$ cat src/rtl/vga_pkg.sv
`default_nettype none
// ============================================================================
// Module      : vga_pkg
// Description : Shared VGA constants and types: counter widths, colour
//               channel width, the packed RGB pixel type and the eight-entry
//               colour-bar table used by the optional test-pattern source.
// Revision    : 1.0 - initial release
// ============================================================================
package vga_pkg;

  localparam int VGA_MAX_H_WIDTH = 11;
  localparam int VGA_MAX_V_WIDTH = 10;
  localparam int VGA_COLOR_W     = 4;

  typedef struct packed {
    logic [VGA_COLOR_W-1:0] r;
    logic [VGA_COLOR_W-1:0] g;
    logic [VGA_COLOR_W-1:0] b;
  } vga_rgb_t;

  localparam logic [VGA_COLOR_W-1:0] C_ON  = '1;
  localparam logic [VGA_COLOR_W-1:0] C_OFF = '0;

  // Index 0 is the leftmost bar: white, yellow, cyan, green, magenta, red,
  // blue, black.
  localparam vga_rgb_t [7:0] VGA_BAR_COLORS = {
    {C_OFF, C_OFF, C_OFF},   // 7 black
    {C_OFF, C_OFF, C_ON },   // 6 blue
    {C_ON , C_OFF, C_OFF},   // 5 red
    {C_ON , C_OFF, C_ON },   // 4 magenta
    {C_OFF, C_ON , C_OFF},   // 3 green
    {C_OFF, C_ON , C_ON },   // 2 cyan
    {C_ON , C_ON , C_OFF},   // 1 yellow
    {C_ON , C_ON , C_ON }    // 0 white
  };

endpackage
`default_nettype wire

$ cat src/rtl/vga_delay_line.sv
`default_nettype none
// ============================================================================
// Module      : vga_delay_line
// Description : Fixed-depth shift register with asynchronous active-low
//               reset; every stage resets to RST_VAL.
// Revision    : 1.0 - initial release
// Ports       : clk_i   - clock
//               arstn_i - asynchronous reset, active low
//               d_i     - data in  [WIDTH]
//               q_o     - data out [WIDTH], DEPTH cycles after d_i
// ============================================================================
module vga_delay_line #(
  parameter int               WIDTH   = 1,
  parameter int               DEPTH   = 1,
  parameter logic [WIDTH-1:0] RST_VAL = '0
) (
  input  logic             clk_i,
  input  logic             arstn_i,
  input  logic [WIDTH-1:0] d_i,
  output logic [WIDTH-1:0] q_o
);

  logic [DEPTH-1:0][WIDTH-1:0] stage_q;

  always_ff @(posedge clk_i or negedge arstn_i) begin
    if (!arstn_i) begin
      stage_q <= {DEPTH{RST_VAL}};
    end else begin
      stage_q[0] <= d_i;
      for (int i = 1; i < DEPTH; i++) begin
        stage_q[i] <= stage_q[i-1];
      end
    end
  end

  assign q_o = stage_q[DEPTH-1];

endmodule
`default_nettype wire

$ cat src/rtl/vga_pixel_pipe.sv
`default_nettype none
// ============================================================================
// Module      : vga_pixel_pipe
// Description : Pixel stage behind the VGA timing generator. Issues one
//               framebuffer read per display pixel, delays hs/vs/enable by the
//               read latency so they line up with returning data, and drives
//               registered RGB and sync to the pins (total latency
//               RD_LATENCY+1). RGB is blanked outside the display area.
//               Sticky err_o: [0] display pixel without read data (underflow),
//               [1] read data outside the display area (spurious).
// Revision    : 1.0 - initial release
// Option      : VGA_TEST_PATTERN_EN - adds pattern_sel_i; when high, pixels
//               come from an eight-bar colour pattern instead of memory.
// Ports       : clk_i, arstn_i                 clock, async active-low reset
//               vga_hs_i, vga_vs_i             sync in (low = sync)
//               pixel_enable_i                 display-area pixel
//               hcount_i, vcount_i             generator counters
//               fb_req_o, fb_addr_o            framebuffer read request/address
//               fb_rvalid_i, fb_rdata_i        read response {r,g,b}
//               err_clr_i, err_o               error clear / sticky flags
//               vga_hs_o, vga_vs_o             aligned sync out
//               vga_r_o, vga_g_o, vga_b_o      pixel colour
//               pattern_sel_i                  colour-bar select (option only)
// ============================================================================
module vga_pixel_pipe
  import vga_pkg::*;
#(
  parameter int RD_LATENCY = 2,
  parameter int FB_ADDR_W  = 19,
  parameter int COLOR_W    = 4,
  parameter int BAR_SHIFT  = 7
) (
  input  logic                       clk_i,
  input  logic                       arstn_i,
  input  logic                       vga_hs_i,
  input  logic                       vga_vs_i,
  input  logic                       pixel_enable_i,
  input  logic [VGA_MAX_H_WIDTH-1:0] hcount_i,
  input  logic [VGA_MAX_V_WIDTH-1:0] vcount_i,
`ifdef VGA_TEST_PATTERN_EN
  input  logic                       pattern_sel_i,
`endif
  output logic                       fb_req_o,
  output logic [FB_ADDR_W-1:0]       fb_addr_o,
  input  logic                       fb_rvalid_i,
  input  logic [3*COLOR_W-1:0]       fb_rdata_i,
  input  logic                       err_clr_i,
  output logic [1:0]                 err_o,
  output logic                       vga_hs_o,
  output logic                       vga_vs_o,
  output logic [COLOR_W-1:0]         vga_r_o,
  output logic [COLOR_W-1:0]         vga_g_o,
  output logic [COLOR_W-1:0]         vga_b_o
);

  // --------------------------------------------------------------------------
  // Pattern source select and delayed bar colour
  // --------------------------------------------------------------------------
  logic       pat_sel;
  logic       dly_pat;
  logic [2:0] dly_bar;    // {r,g,b} on/off of the bar at stage D

`ifdef VGA_TEST_PATTERN_EN
  logic [VGA_MAX_H_WIDTH-1:0] bar_pos;
  vga_rgb_t                   bar_rgb;
  logic [2:0]                 bar_on;

  assign pat_sel = pattern_sel_i;
  assign bar_pos = hcount_i >> BAR_SHIFT;
  assign bar_rgb = VGA_BAR_COLORS[bar_pos[2:0]];
  // Bar channels are either fully on or fully off.
  assign bar_on  = {|bar_rgb.r, |bar_rgb.g, |bar_rgb.b};

  // The select travels with the colour so a mid-line switch lands on
  // exactly the pixel where it happened.
  vga_delay_line #(
    .WIDTH   (4),
    .DEPTH   (RD_LATENCY),
    .RST_VAL (4'b0000)
  ) u_bar_dly (
    .clk_i   (clk_i),
    .arstn_i (arstn_i),
    .d_i     ({pat_sel, bar_on}),
    .q_o     ({dly_pat, dly_bar})
  );

  logic unused_inputs;
  assign unused_inputs = ^{vcount_i, bar_pos[VGA_MAX_H_WIDTH-1:3]};
`else
  assign pat_sel = 1'b0;
  assign dly_pat = 1'b0;
  assign dly_bar = 3'b000;

  logic unused_inputs;
  assign unused_inputs = ^{vcount_i, hcount_i, dly_bar};
`endif

  // --------------------------------------------------------------------------
  // Fetch request and address
  // --------------------------------------------------------------------------
  logic                 req;
  logic [FB_ADDR_W-1:0] addr_q, addr_d;

  assign req       = pixel_enable_i & ~pat_sel;
  assign fb_req_o  = req;
  assign fb_addr_o = addr_q;

  // vsync low takes priority over an increment in the same cycle.
  always_comb begin
    addr_d = addr_q;
    if (!vga_vs_i) begin
      addr_d = '0;
    end else if (req) begin
      addr_d = addr_q + FB_ADDR_W'(1);
    end
  end

  always_ff @(posedge clk_i or negedge arstn_i) begin
    if (!arstn_i) begin
      addr_q <= '0;
    end else begin
      addr_q <= addr_d;
    end
  end

  // --------------------------------------------------------------------------
  // Sync/enable alignment to read data (stage D)
  // --------------------------------------------------------------------------
  logic dly_hs, dly_vs, dly_en;

  vga_delay_line #(
    .WIDTH   (3),
    .DEPTH   (RD_LATENCY),
    .RST_VAL (3'b110)
  ) u_sync_dly (
    .clk_i   (clk_i),
    .arstn_i (arstn_i),
    .d_i     ({vga_hs_i, vga_vs_i, pixel_enable_i}),
    .q_o     ({dly_hs, dly_vs, dly_en})
  );

  // --------------------------------------------------------------------------
  // Output register and error flags
  // --------------------------------------------------------------------------
  logic [3*COLOR_W-1:0] rgb_q, rgb_d;
  logic [1:0]           err_q, err_d;
  logic                 hs_q, vs_q;

  always_comb begin
    rgb_d = '0;
    err_d = err_q;
    // Clear first so a new error in the same cycle still sets its bit.
    if (err_clr_i) begin
      err_d = 2'b00;
    end
    if (dly_pat) begin
      // Pattern pixels never touch the memory path or the error flags.
      if (dly_en) begin
        rgb_d = {{COLOR_W{dly_bar[2]}}, {COLOR_W{dly_bar[1]}}, {COLOR_W{dly_bar[0]}}};
      end
    end else if (dly_en) begin
      if (fb_rvalid_i) begin
        rgb_d = fb_rdata_i;
      end else begin
        err_d[0] = 1'b1;
      end
    end else if (fb_rvalid_i) begin
      err_d[1] = 1'b1;
    end
  end

  always_ff @(posedge clk_i or negedge arstn_i) begin
    if (!arstn_i) begin
      rgb_q <= '0;
      err_q <= 2'b00;
      hs_q  <= 1'b1;
      vs_q  <= 1'b1;
    end else begin
      rgb_q <= rgb_d;
      err_q <= err_d;
      hs_q  <= dly_hs;
      vs_q  <= dly_vs;
    end
  end

  assign err_o    = err_q;
  assign vga_hs_o = hs_q;
  assign vga_vs_o = vs_q;
  assign vga_r_o  = rgb_q[3*COLOR_W-1 -: COLOR_W];
  assign vga_g_o  = rgb_q[2*COLOR_W-1 -: COLOR_W];
  assign vga_b_o  = rgb_q[COLOR_W-1:0];

endmodule
`default_nettype wire

$ cat config.mk
export PLATFORM = sky130hd
export DESIGN_NAME = vga_pixel_pipe
export DESIGN_NICKNAME = d
export VERILOG_FILES = /design/src/rtl/vga_pkg.sv /design/src/rtl/vga_delay_line.sv /design/src/rtl/vga_pixel_pipe.sv
export SDC_FILE = /design/constraint.sdc
export NUM_CORES = 1
export LEC_CHECK = 0
export BUFFER_PORTS_ARGS = -buffer_cell sky130_fd_sc_hd__buf_2
export CORE_MARGIN = 2
export CORE_UTILIZATION = 40
export CTS_CLUSTER_SIZE = 14
export DETAILED_ROUTE_END_ITERATION = 8
export PLACE_DENSITY = 0.73
export SYNTH_ARGS = -nofsm -noshare
export SYNTH_HDL_FRONTEND = slang
export SYNTH_HIERARCHICAL = 1
export SYNTH_SLANG_ARGS = --single-unit
$ cat constraint.sdc
create_clock -name clk_i -period 3.52 [get_ports clk_i]
set_input_delay 0.528 -clock clk_i [delete_from_list [all_inputs] [get_ports clk_i]]
set_output_delay 0.528 -clock clk_i [all_outputs]
set_load 0.05 [all_outputs]
==> metrics.md <==
| Metric | Value |
|---|---|
| YS warnings | 6 |
| PortBufs | 54 |
| Worst r2r src | fb_addr_o[0] |
| # Post-CTS Setup Buffers | 0 |
| Final hold vios | 0 |
| H-tree depth | 2 |
| Total congestion overflow | 0 |
| Vias in the first global route | 1141 |
| First-pass GRT wire length | 5.38 mm |
| Critical path's top delay family | simple AND/OR/NAND/NOR gates |
| Final Wtd Congestion | 0.743 |
| Most frequent cells in the layout | 54 x buf_2, 35 x dfrtp_1, 12 x and3_1, 12 x nor2_1, 9 x nand2_1 |
| CTS tree | built |
| Pre-antenna DRT Iters | 4 |
| Die area | 4740 sq um |
| Fmax | 0.554 GHz |
| Worst Hold Launch | vga_hs_i |
| CP Data Required Time | 3.73 ns |
| Clk pin slew, worst setup/hold paths | 0.07 ns |
| Clk root buf | clkbuf_8 |
| Syn avg cell area | 11.6 sq um |
| CTS resizes | 0 |
| Final worst setup slack | 1.71 ns |
| Cells after DPL | 240 |
| Slew @ Worst Pin | 0.880 ns |
| Worst skew pair latency | 0.29 ns |
| Die width | 68.8 um |
| Critical Path End Type | flip-flop |
| Core Footprint | 4030 sq um |
| Post-Syn Area | 1680 sq um |
| Main synth FF type | dfrtp_1 |
| Max Cap Violations | 0 |
| Distinct cell type count after synthesis | 33 |
| Post-Syn Instances | 145 |
| Sequential-to-total area share from yosys stat | 0.615 |
| Pre-CTS setup slack | 1.71 ns |
| Final std cells w/o fill | 248 |
| Max_slew headroom | 0.414 |
| Yosys reg bits | 41 |
| Syn nets | 186 |
| Setup TNS | 0 ns |
| DRT iter0 DRCs | 92 |
| CTS Sinks | 41 |
| Nets | 238 |
| CP arrival | 2.01 ns |
| CP max stage cell | dfrtp_1 |
| Initial antenna violation count | 0 |
| Slowest stage delay, CP | 0.46 ns |
| Total power | 0.954 mW |
| Critical path buffers and inverters | 0 |
| DR vias/cell | 5.09 |
| Dpl cell area | 1960 sq um |
| Final ANT Viol Nets | 0 |
| Worst Path Max Fanout | 6 |
| HPWL after DPL | 2.32 mm |
| Final Util | 0.514 |
| Clock period minus worst slack | 1.81 ns |
| Initial Utilization | 0.417 |
| Antenna cells | 0 |
| Critical-path cell list | ha_1, and4_4, nand4_1, or3_1, a21oi_1 |
| Crit Path Class | flip-flop to flip-flop |
| WHS | 0.335 ns |
| Clock Tree Buf Depth | 2 |
| Cts hold-fix bufs | 0 |
| FP Rows | 23 |
| GR Util All Layers | 0.157 |
| CP startpoint kind | flip-flop |
| Final Max Slew Viols | 0 |
| DR vias | 1263 |
| Layout cells sized above 1 | 0.359 |
| LEAKAGE | 1.09 nW |
| Number of enable flip-flop cells after synthesis | 0 |
| Post-route clock period utilization | 0.513 |
| Clock skew | 0.00451 ns |
| VDD IR-drop max | 281 uV |
| Largest net degree at the start of global routing | 42 |
| Async set-reset flop share out of synthesis | 1.00 |
| Worst hold path class | input pin to flip-flop |
| Power Dens Cells | 460 nW/um^2 |
| Design area | 2070 sq um |
| Commonest non-fill, non-tap cell in the layout | buf_2 |
| Run status | finished, final reports clean |
| Area grow syn2layout | 23.2% |
| Drt total wl | 3.37 mm |
| Worst setup path start | fb_addr_o[0] |
| Setup Viol. Count Final | 0 |
| Drc violations | 0 |
| CTS Buf Count | 5 |
| Top-Level Pins | 76 |
| Unrepaired setup endpoints after global routing | false |
| Routed WL per cell | 13.6 um |
| Chip Height | 68.8 um |
cell usage after synthesis (3+ instances only):
cell type | instances | area share
a21oi_1 | 3 | 0.0089
and3_1 | 12 | 0.045
buf_4 | 4 | 0.018
clkbuf_1 | 3 | 0.0067
dfrtp_1 | 35 | 0.52
dfstp_2 | 6 | 0.094
inv_1 | 3 | 0.0067
mux2i_1 | 5 | 0.030
nand2_1 | 9 | 0.020
nand2b_1 | 5 | 0.019
nand3_1 | 6 | 0.018
nand4_1 | 7 | 0.026
nor2_1 | 12 | 0.027
nor4_1 | 3 | 0.011
xnor2_1 | 4 | 0.021
xor2_1 | 6 | 0.031
worst reg2reg max path, delay by kind of cell, from the launching register on:
kind / cells / cell delay [ns]
AO/OA/AOI/OAI: 1 / 0.15
adder cells (fa/ha/maj): 1 / 0.24
flip-flops: 1 / 0.46
AND/OR/NAND/NOR: 3 / 0.88
worst paths after layout:
| kind | endpoint | slack [ns] | depth (start not counted) |
|---|---|---|---|
| max | fb_addr_o[14] | 1.71 | 5 |
| min | u_sync_dly/stage_q[2] | 0.34 | 1 |
| max reg2reg | fb_addr_o[14] | 1.71 | 5 |
| min reg2reg | u_sync_dly/q_o[0] | 0.35 | 0 |
| max in group asynchronous | fb_addr_o[1] | 2.62 | 1 |
| min in group asynchronous | rgb_q[1] | 0.36 | 1 |
cell type report:
| cell class | count | area, sq um |
|---|---|---|
| clock inverter | 2 | 35.0 |
| inverter | 3 | 11.3 |
| sequential | 41 | 1030 |
| multi-input combinational | 92 | 587 |
| tap | 50 | 62.6 |
| fill | 396 | 1960 |
| timing repair buffer | 54 | 270 |
| clock buffer | 6 | 72.6 |
per-layer routing:
| metal | share of wire | global-route usage | wire [um] |
|---|---|---|---|
| met5 | 0 | 0 | 0 |
| met4 | 0.0056 | 0.0809 | 19 |
| met3 | 0.091 | 0.0406 | 308 |
| met2 | 0.47 | 0.242 | 1580 |
| met1 | 0.43 | 0.204 | 1460 |
sequential cells by signal, summed over array words and instances, names as in the netlist:
| register | count |
|---|---|
| rgb_q | 12 |
| u_sync_dly/q_o | 3 |
| vga_vs_o | 1 |
| u_sync_dly/stage_q | 3 |
| vga_hs_o | 1 |
| fb_addr_o | 19 |
| err_o | 2 |
power by group:
group | switching [mW] | internal (mW)
clock | 0.153 | 0.210
sequential | 0.00872 | 0.488
combinational | 0.0707 | 0.0234
total | 0.232 | 0.721
cell families after synthesis:
group                      count (synthesis)  synth area share
adders and majority gates                  1           0.00744
buffers and inverters                     12            0.0365
and+or+nand+nor                           66             0.221
xor gates and xnor gates                  10            0.0521
muxes                                      5            0.0298
AOI/OAI and AO/OA                         10            0.0387
DFF                                       41             0.615
Power figures use the tool's default switching activity.
